===== config.mk =====
export PLATFORM = sky130hd
export DESIGN_NAME = serial_subtractor_8bit
export DESIGN_NICKNAME = d
export VERILOG_FILES = /design/src/rtl/serial_sub_pkg.sv /design/src/rtl/serial_subtractor_8bit_full_adder.sv /design/src/rtl/serial_subtractor_8bit.sv
export SDC_FILE = /design/constraint.sdc
export NUM_CORES = 1
export LEC_CHECK = 0
export CAP_MARGIN = 10
export CELL_PAD_IN_SITES_DETAIL_PLACEMENT = 0
export CELL_PAD_IN_SITES_GLOBAL_PLACEMENT = 2
export CORE_ASPECT_RATIO = 0.9
export CORE_MARGIN = 3
export CORE_UTILIZATION = 30
export CTS_CLUSTER_DIAMETER = 150
export DETAILED_ROUTE_END_ITERATION = 12
export GPL_TIMING_DRIVEN = 0
export PLACE_DENSITY_LB_ADDON = 0.1
export REMOVE_ABC_BUFFERS = 1
export SYNTH_ARGS = -nofsm -noshare
export SYNTH_HDL_FRONTEND = slang
export SYNTH_SLANG_ARGS = --single-unit

===== constraint.sdc =====
create_clock -name clk -period 1.9 [get_ports clk]
set_clock_uncertainty 0.15 [all_clocks]
set_input_delay 0.38 -clock clk [delete_from_list [all_inputs] [get_ports clk]]
set_output_delay 0.38 -clock clk [all_outputs]
set_load 0.02 [all_outputs]

===== src/rtl/serial_sub_pkg.sv =====
// Shared types and constants for the bit-serial subtractor.
package serial_sub_pkg;

    localparam int unsigned DEFAULT_WIDTH = 8;

    typedef enum logic [1:0] {
        IDLE  = 2'd0,
        SHIFT = 2'd1,
        DONE  = 2'd2
    } state_e;

    // Counter must be able to hold the value WIDTH.
    function automatic int unsigned cnt_width(input int unsigned width);
        return $clog2(width + 1);
    endfunction

endpackage


===== src/rtl/serial_subtractor_8bit_full_adder.sv =====
// One-bit full adder used as the per-bit stage of the serial subtractor.
module full_adder (
    input  logic a,
    input  logic b,
    input  logic c_in,
    output logic sum,
    output logic c_out
);

    assign sum   = a ^ b ^ c_in;
    assign c_out = (a & b) | (c_in & (a ^ b));

endmodule


===== src/rtl/serial_subtractor_8bit.sv =====
// Bit-serial a - b (LSB first, a + ~b + 1) through a single full adder.
// Optional signed overflow output enabled by defining SERIAL_SUB_OVERFLOW_EN.
module serial_subtractor_8bit
    import serial_sub_pkg::*;
#(
    parameter int unsigned WIDTH = DEFAULT_WIDTH
) (
    input  logic             clk,
    input  logic             rst_n,
    input  logic             start,
    input  logic [WIDTH-1:0] a,
    input  logic [WIDTH-1:0] b,
    output logic             busy,
    output logic             done,
    output logic [WIDTH-1:0] diff,
    output logic             borrow
`ifdef SERIAL_SUB_OVERFLOW_EN
    ,
    output logic             overflow
`endif
);

    localparam int unsigned CNT_W = cnt_width(WIDTH);

    state_e             state_q;
    logic [WIDTH-1:0]   a_q;
    logic [WIDTH-1:0]   b_q;
    logic [WIDTH-1:0]   res_q;
    logic [WIDTH-1:0]   res_d;
    logic               carry_q;
    logic [CNT_W-1:0]   cnt_q;
    logic               busy_q;
    logic               done_q;
    logic [WIDTH-1:0]   diff_q;
    logic               borrow_q;
    logic               fa_sum;
    logic               fa_cout;
    logic               last_bit;
`ifdef SERIAL_SUB_OVERFLOW_EN
    logic               ovf_q;
`endif

    // Operand registers shift right, so the adder always sees bit 0.
    full_adder u_fa (
        .a     (a_q[0]),
        .b     (~b_q[0]),
        .c_in  (carry_q),
        .sum   (fa_sum),
        .c_out (fa_cout)
    );

    always_comb begin
        res_d    = {fa_sum, res_q[WIDTH-1:1]};
        last_bit = (cnt_q == CNT_W'(WIDTH - 1));
    end

    // Result is staged in res_q and only published to diff on entry to DONE.
    always_ff @(posedge clk or negedge rst_n) begin
        if (!rst_n) begin
            state_q  <= IDLE;
            a_q      <= '0;
            b_q      <= '0;
            res_q    <= '0;
            carry_q  <= 1'b0;
            cnt_q    <= '0;
            busy_q   <= 1'b0;
            done_q   <= 1'b0;
            diff_q   <= '0;
            borrow_q <= 1'b0;
`ifdef SERIAL_SUB_OVERFLOW_EN
            ovf_q    <= 1'b0;
`endif
        end else begin
            case (state_q)
                IDLE: begin
                    done_q <= 1'b0;
                    if (start) begin
                        a_q     <= a;
                        b_q     <= b;
                        carry_q <= 1'b1;
                        cnt_q   <= '0;
                        busy_q  <= 1'b1;
                        state_q <= SHIFT;
                    end
                end
                SHIFT: begin
                    a_q     <= a_q >> 1;
                    b_q     <= b_q >> 1;
                    res_q   <= res_d;
                    carry_q <= fa_cout;
                    cnt_q   <= cnt_q + CNT_W'(1);
                    if (last_bit) begin
                        diff_q   <= res_d;
                        borrow_q <= ~fa_cout;
`ifdef SERIAL_SUB_OVERFLOW_EN
                        // Carry into the MSB is the carry entering this last step.
                        ovf_q    <= carry_q ^ fa_cout;
`endif
                        done_q   <= 1'b1;
                        state_q  <= DONE;
                    end
                end
                DONE: begin
                    done_q  <= 1'b0;
                    busy_q  <= 1'b0;
                    state_q <= IDLE;
                end
                default: begin
                    done_q  <= 1'b0;
                    busy_q  <= 1'b0;
                    state_q <= IDLE;
                end
            endcase
        end
    end

    assign busy   = busy_q;
    assign done   = done_q;
    assign diff   = diff_q;
    assign borrow = borrow_q;
`ifdef SERIAL_SUB_OVERFLOW_EN
    assign overflow = ovf_q;
`endif

endmodule


## Word-level counts from Yosys, hierarchy flattened

Index checks and enable logic that the tools add are counted.
Widths: inputs -> output; s select.

- Memory bits (writable): 0
- Output and inout bits: 11
- Bits of input ports: 19
- Memory bits (read-only): 0
- Logic and storage cells: 43
- Register bits: 42
- Memories: 0
- Latch bits: 0

- Reductions and logical operators: 6
- Div/mod/pow operators: 0
- Bitwise gates (word level): 8
- $lt $le $gt $ge: 0
- Shift operators: 0
- Multipliers: 0
- Eq/ne operators: 4
- $add $sub $neg: 1
- Mux-type cells: 14

Operators by type and width:

| kind | count |
|---|---|
| $pmux 8 s2 | 2 |
| $mux 8 | 2 |
| $pmux 4 s2 | 1 |
| $reduce_and 2->1 | 4 |
| $add 4x1->4 const B | 1 |
| $eq 4x3->1 const B | 1 |
| $mux 2 | 2 |
| $mux 4 | 1 |
| $ne 2x2->1 const B | 2 |
| $pmux 1 s2 | 2 |
| $pmux 2 s2 | 1 |
| $mux 1 | 3 |
| $not 1->1 | 3 |
| $and 1x1->1 | 2 |
| $eq 2x1->1 const B | 1 |
| $logic_not 2->1 | 1 |
| $reduce_bool 2->1 | 1 |
| $xor 1x1->1 | 2 |
| $or 1x1->1 | 1 |

## Logic depth before layout (Yosys ltp)

Gate-level depths: netlist (run 1).

- Depth after elaboration: 5
- Gate-level depth with buffers: 5
- Gate-level depth less buffers: 4

## By module

From an unflattened synthesis (run 1), not the netlist that was laid out.

- Cells, all modules: 153
- Area, all modules: 1727.9 sq um

By module, submodules not included:

| module | area each (sq um) | cells each | seq. area each (sq um) | instances |
|---|---|---|---|---|
| serial_subtractor_8bit | 1707.9 | 152 | 1026.0 | 1 |
| full_adder | 20.0 | 1 | 0.0 | 1 |

## Least setup slack after synthesis (run 1)

Ideal clock, no wire load.

- Path kind: register to register
- Start: register cnt_q[0]
- End: register diff_q[0], in the netlist diff[0]
- Stages on the path, launching flop included: 6
- Arrival: 1.327 ns
- Clock period less this slack: 1.602 ns
- Required time: 1.625 ns
- Library setup time: 0.125 ns
- Path buffers: 1
- Path slack: 0.298 ns
- Cells stage by stage: dfrtp_1 ha_1 and3b_1 nor2b_4 buf_12 mux2_4

- Longest elaborated chain between the ends: 2

Ends and longest elaborated chain:

| what | line | source |
|---|---|---|
| start: declaration | serial_subtractor_8bit.sv:31 | `logic [CNT_W-1:0] cnt_q;` |
| start signal: assignment | serial_subtractor_8bit.sv:91 | `cnt_q <= cnt_q + CNT_W'(1);` |
| $eq 4x3->1 | serial_subtractor_8bit.sv:54 | `last_bit = (cnt_q == CNT_W'(WIDTH - 1));` |
| $reduce_and 2->1 (no source line) | - |  |
| end signal: assignment | serial_subtractor_8bit.sv:93 | `diff_q <= res_d;` |
| end: declaration | serial_subtractor_8bit.sv:34 | `logic [WIDTH-1:0] diff_q;` |

Every way passes these cells.
A chain may end at the register's enable or synchronous reset.

## Worst setup path in the final report (run 1)

- Start: register diff_q[3], in the netlist diff[3]
- End: output diff[3]

RTL lines:

| what | line | source |
|---|---|---|
| end: declaration | serial_subtractor_8bit.sv:15 | `output logic [WIDTH-1:0] diff,` |

No word-level cell between the ends.

==> results of run 1 <==
==> per-stage QoR <==
step | instances | setup slack, ps
global placement | 231 | -783.6
floorplan | 135 | -8.261
CTS | 243 | 4.244
detailed placement | 232 | -350.6
global route | 243 | 54.96
finish | 243 | 109.3
==> cells in the final DEF, fill, tap and decap left out, types with 3 or more instances in the layout <==
cell,Yosys,layout
dfrtp_1,41,39
clkdlybuf4s50_1,0,28
nand2_1,17,17
o21ai_0,14,14
a22oi_1,13,13
mux2_4,8,8
mux2_2,8,8
nor2_1,6,6
clkbuf_8,0,5
inv_1,4,4
nand3_1,3,3
a21oi_1,3,3
==> worst reg2reg max path: cells and delay by family, from the launching register on <==
kind / cells / cell delay (ps)
buffers and inverters: 1 / 150
and+or+nand+nor: 2 / 380
DFF: 1 / 640
muxes: 1 / 310
==> power breakdown <==
part / internal, W / total, W / switching [W]
sequential: 0.00125 / 0.00155 / 0.000298
combinational: 0.000734 / 0.00129 / 0.000553
clock: 0.000254 / 0.000564 / 0.000311
total: 0.00223 / 0.00340 / 0.00116
==> what timing repair did <==
action                     in CTS  in global routing
hold buffers                    1                  0
resized for setup               1                  4
hold endpoints to repair       14                  0
setup endpoints to repair      31                 30
pin swaps                       0                  0
setup buffers                   2                  0
==> registers in the layout, indices dropped and copies added, names as in the netlist <==
register	count
b_q	8
diff	8
cnt_q	4
carry_q	1
borrow	1
done	1
a_q	8
busy	1
res_q	7
state_q	2
==> routing by layer <==
layer | wire (um) | GRT usage [%] | vias up
met3 | 127 | 3.320 | 5
met5 | 0 | 0 | -
met2 | 1651 | 15.86 | 16
li1 | - | - | 562
met4 | 40 | 4.206 | 0
met1 | 1800 | 16.17 | 599
==> area by class of cell <==
cell class / instances / share of cell area (%)
Clock inverter: 3 / 0.7830
Sequential cell: 41 / 46.08
Timing Repair Buffer: 33 / 15.32
Multi-Input combinational cell: 90 / 30.31
Tap cell: 67 / 3.747
Clock buffer: 5 / 3.076
Inverter: 4 / 0.6711
==> cell families (layout without fill, tap and decap cells) <==
family / count (synthesis) / count (layout) / synth area share [%]
compound gates: 37 / 37 / 13.27
fa+ha+maj: 2 / 2 / 1.835
buf+inv: 13 / 45 / 4.798
flops: 41 / 41 / 57.87
mux: 17 / 17 / 12.42
simple gates: 34 / 34 / 9.809
==> final timing paths <==
| path | endpoint | start | cells past startpoint |
|---|---|---|---|
| max | diff[3] | diff[3] | 1 |
| min | a_q[2] | a_q[2] | 2 |
| max reg2reg | diff[7] | state_q[0] | 4 |
| min reg2reg | a_q[2] | a_q[2] | 2 |
| max in group asynchronous | state_q[1] | rst_n | 3 |
| min in group asynchronous | b_q[6] | rst_n | 2 |
==> impl_results.md, run 1 <==
* Outcome: finished clean
* Number of endpoints with negative hold slack in the final report at 0
* Core footprint at 5474 um^2
* Routed via count divided by cell count at 4.864
* Register cell area after layout at 1031 um^2
* Insertion delay of the later-clocked pin in the worst-skew pair at 290 ps
* Leakage power at 0.9422 nW
* Height of the die at 78.93 um
* Effective utilization at floorplan at 32.39%
* Pre-Repair DR Iteration Count at 5
* Post-route clock period utilization at 94.25%
* Classification of the worst setup path: flip-flop to primary output
* Reg-to-reg slack, setup at 170 ps
* Final core utilization at 40.87%
* Final setup vio count at 0
* Most used standard cell by instance count after synthesis: dfrtp_1
* Antenna Violating Nets Remaining at 0
* Number of buffers and inverters on the critical path at 1
* Clock Root Buffer: clkbuf_8
* P&R area growth vs syn at 26.18%
* Async set-reset flop share out of synthesis at 100.0%
* Detail Placement HPWL at 2301 um
* Delay of the slowest cell on the worst path at 600 ps
* Full die area at 6870 um^2
* Clock tree from TritonCTS: built
* Arrival time of the worst setup path at 1260 ps
* Global-route wire length before repair at 6016 um
* Via count at 1,182
* Endpoint class of the critical path: primary output
* Measured slew at the worst slew-check pin at 529.1 ps
* Fillers at 541
* Count of maximum capacitance violations at 0
* Weighted congestion at the end of routability-driven global placement at 0.6733
* Total standard cell area after synthesis at 1773 um^2
* H-tree levels at 2
* # nets final at 196
* Post-Syn Instances at 144
* Area share of the largest cell type after synthesis at 57.87%
* Prevailing post-synth register cell: dfrtp_1
* Cell type contributing the most total cell area after synthesis: dfrtp_1
* Final routed wire length divided by cell count at 14.89 um
* Peak Freq at 558.4 MHz
* CP Cell Sequence: clkdlybuf4s50_1
* Clock transition at the registers of the reported paths at 80 ps
* Family of cells with the greatest summed delay on the critical path: buffers and inverters
* Initial antenna violation count at 0
* Number of synthesized flops with an enable pin at 0
* Fraction of the yosys area taken by sequential cells at 57.87%
* Number of buffers added by the clock tree synthesis step at 5
* Crit Path Max Fanout at 2
* Share of layout cells above drive strength 1 at 19.32%
* Area taken by multi-input logic gates at 678.2 um^2
* RSZ-0062 raised after global routing: false
* Critical path startpoint category: flip-flop
* Die outline width at 87.04 um
* Shortest period the worst path allows at 1791 ps
* Port buffer count at 29
* Synth Warn # at 0
* Slowest stage cell on the critical path: clkdlybuf4s50_1
* Unique masters post-synth at 29
* Slew Limit Fails at 0
* Final sum of negative setup slack at 0 ps
* Combined global-route utilization of all metal layers at 11.26%
* Top cell types by occurrence after synthesis: 41 x dfrtp_1, 17 x nand2_1, 14 x o21ai_0
* PwrDens at 1518 nW/um^2
* Mean cell area of the mapped netlist at 12.31 um^2
* Std cell rows at 25
* Slew margin rel. at 64.63%
* Total power of the final layout at 0.003396 W
* Clock Tree Buf Depth at 2
* Largest net degree at the start of global routing at 28
* DRC marker count from the first detailed-route iteration at 54
* Max IR drop VDD at 0.5354 mV
* Register bit total from synthesis at 41
* Top area cells in the synthesized netlist: dfrtp_1 58%, mux2_4 6.8%, a22oi_1 5.5%
* Placed cell areas at 2096 um^2
* Summed area of non-filler cells in the final layout at 2237 um^2
* Clk sink count at 41
* Via count of the first global-routing pass at 1,138
* Residual DRC at 0
* I/O pins at 30
* Wirelength, routed at 3618 um
* Worst slack on hold paths at 340.3 ps
* Required @ worst endpoint at 1370 ps
* Antenna diodes at 0
* Grt total ovfl at 0
* Worst hold-check path type: flip-flop to flip-flop
Power figures use the tool's default switching activity.
==> run 2, diff against run 1 <==
MAX_ROUTING_LAYER = met4   (was unset)
==> run 2 against run 1 <==
  * Routed wire length decreased by 0.11%
  * Total power is essentially flat
  * Sequential cell count stayed put
  * Cell count is the same
  * Sequential power about the same
  * Hold slack improved by 2.1 ps
  * Via count up 1.1%
==> impl_results.md, run 2 (synthesized netlist as in run 1, its figures left out) <==
* Grt met2 use at 15.86% (unchanged)
* I/O pins at 30 (unchanged)
* Relative contribution of sequential cells to total power at 45.5% (about the same)
* Number of endpoints with negative hold slack in the final report at 0 (unchanged)
* Worst hold-check path type: flip-flop to flip-flop
* Clock transition at the registers of the reported paths at 80 ps (about the same)
* Full die area at 6870 um^2 (unchanged)
* Measured slew at the worst slew-check pin at 529.2 ps (+0.06551 ps)
* Final routed wire length divided by cell count at 14.87 um (-0.11%)
* Number of buffers added by the clock tree synthesis step at 5 (unchanged)
* Height of the die at 78.93 um (unchanged)
* Final setup vio count at 0 (unchanged)
* Startpoint of the worst-slack reg-to-reg timing path: state_q[0]
* Total power of the final layout at 0.003396 W (about the same)
* P&R area growth vs syn at 26.18% (unchanged)
* Final sum of negative setup slack at 0 ps (unchanged)
* Fillers at 541 (unchanged)
* Outcome: finished clean
* Peak Freq at 558.8 MHz (about the same)
* Layer with the highest usage after global routing: met1
* Slew Limit Fails at 0 (unchanged)
* Die outline width at 87.04 um (unchanged)
* GR met1 Demand/Resource at 16.31% (+0.13 points)
* Count of maximum capacitance violations at 0 (unchanged)
* Combined global-route utilization of all metal layers at 11.56% (+0.31 points)
* Clock tree from TritonCTS: built
* Pre-Repair DR Iteration Count at 4 (-1)
* Crit Path Max Fanout at 2 (unchanged)
* Classification of the worst setup path: flip-flop to primary output
* DRC marker count from the first detailed-route iteration at 58 (+7.4%)
* Share of layout cells above drive strength 1 at 19.32% (unchanged)
* Grt total ovfl at 0 (unchanged)
* Clock Tree Buf Depth at 2 (unchanged)
* Slowest stage cell on the critical path: clkdlybuf4s50_1
* Global-route wire length before repair at 6003 um (-0.22%)
* Slew margin rel. at 64.63% (about the same)
* Most common cell after layout, fill and taps aside: dfrtp_1
* Delay of the slowest cell on the worst path at 600 ps (about the same)
* Largest net degree at the start of global routing at 28 (unchanged)
* Routed via count divided by cell count at 4.918 (+1.1%)
* Final core utilization at 40.87% (unchanged)
* Hold Crit Start: a_q[2]
* Met3 demand-to-capacity share in global routing at 3.112% (-0.21 points)
* Core footprint at 5474 um^2 (unchanged)
* Design internal power at 0.002235 W (about the same)
* Required @ worst endpoint at 1370 ps (about the same)
* Cell count after placement at 232 (unchanged)
* Clk sink count at 41 (unchanged)
* Antenna diodes at 0 (unchanged)
* Share of power burned in combinational logic at 37.9% (about the same)
* RSZ-0062 raised after global routing: false
* H-tree levels at 2 (unchanged)
* Effective utilization at floorplan at 32.39% (unchanged)
* Insertion delay of the later-clocked pin in the worst-skew pair at 290 ps (about the same)
* Clock Root Buffer: clkbuf_8
* Shortest period the worst path allows at 1790 ps (-1.006 ps)
* Via count at 1,195 (+1.1%)
* Weighted congestion at the end of routability-driven global placement at 0.6799 (+0.98%)
* Commonest non-fill, non-tap cells in the layout: 39 x dfrtp_1, 28 x clkdlybuf4s50_1, 17 x nand2_1
* Initial antenna violation count at 0 (unchanged)
* Number of buffers and inverters on the critical path at 1 (unchanged)
* Endpoint class of the critical path: primary output
* Std cell rows at 25 (unchanged)
* Wirelength, routed at 3614 um (-0.11%)
* Post-route clock period utilization at 94.19% (about the same)
* Power spent charging and discharging nets at 0.001161 W (about the same)
* Clk pwr share at 16.6% (about the same)
* Leakage power at 0.9422 nW (unchanged)
* Max IR drop VDD at 0.5384 mV (+0.56%)
* Port buffer count at 29 (unchanged)
* Detail Placement HPWL at 2301 um (unchanged)
* Residual DRC at 0 (unchanged)
* PwrDens at 1518 nW/um^2 (about the same)
* Critical path startpoint category: flip-flop
* Arrival time of the worst setup path at 1260 ps (about the same)
* CP Cell Sequence: clkdlybuf4s50_1
* Worst setup path start: diff[3]
* Antenna Violating Nets Remaining at 0 (unchanged)
* Switching share of total power at 34.19% (about the same)
* Via count of the first global-routing pass at 1,140 (+0.18%)
* Family of cells with the greatest summed delay on the critical path: buffers and inverters
* Final cell count without fillers at 243 (unchanged)
* # nets final at 196 (unchanged)
## run 2: cell counts in the layout (fill, tap and decap cells not counted)
Identical to the previous run, type by type.
## run 2: through the flow
step | setup slack, ps | instance area (um^2) | hold WS, ps
floorplan | -8.261 | 1703 | -65.59
global placement | -783.6 | 2077 | 318.4
detailed placement | -350.6 | 2096 | 163.6
CTS | 4.244 | 2221 | 348.0
global route | 54.97 | 2237 | 371.5
finish | 110.3 | 2237 | 342.5
## run 2: path summary, 6_finish.rpt
check / end / slack [ps] / depth (start not counted)
setup / recovery: diff[3] / 110 / 1
min in group asynchronous: b_q[6] / 380 / 2
max in group asynchronous: state_q[1] / 730 / 3
hold / removal: a_q[2] / 340 / 2
setup reg to reg: diff[7] / 160 / 4
hold reg to reg: a_q[2] / 340 / 2
## run 2: power by group through the flow
stage	Sequential (W)	Combinational, W	Clock (W)
2_1_floorplan	0.00161	0.000717	0
3_3_place_gp	0.00154	0.00124	0
3_5_place_dp	0.00155	0.00127	0
4_1_cts	0.00154	0.00131	0.000585
5_1_grt	0.00161	0.00141	0.000625
6_report	0.00155	0.00129	0.000564
## run 2: layout make-up
cell class	count	area, um^2	share of cell area, %
clock buffers	5	68.82	3.076
clock inverters	3	17.52	0.7830
inverters	4	15.01	0.6711
multi-input cells	90	678.2	30.31
flip-flops and latches	41	1031	46.08
well taps	67	83.83	3.747
repair buffers	33	342.8	15.32
## run 2: repair_timing
action / CTS / global route
pin swaps: 0 / 0
endpoints found under the setup margin: 31 / 30
gates resized for setup: 1 / 4
setup buffers: 2 / 0
gates cloned: 0 / 0
hold endpoints to repair: 14 / 0
hold buffers: 1 / 0
## run 2: layer usage
layer | wire length (um) | part of all wire [%]
met5 | 0 | 0
met4 | 54 | 1.5
met3 | 150 | 4.2
met2 | 1675 | 46
met1 | 1734 | 48
==> run 3, diff against run 2 <==
MAX_ROUTING_LAYER = unset   (was met4)
==> results of run 3 <==
Same layout as run 1: the final DEF is identical, and so are final timing and power.
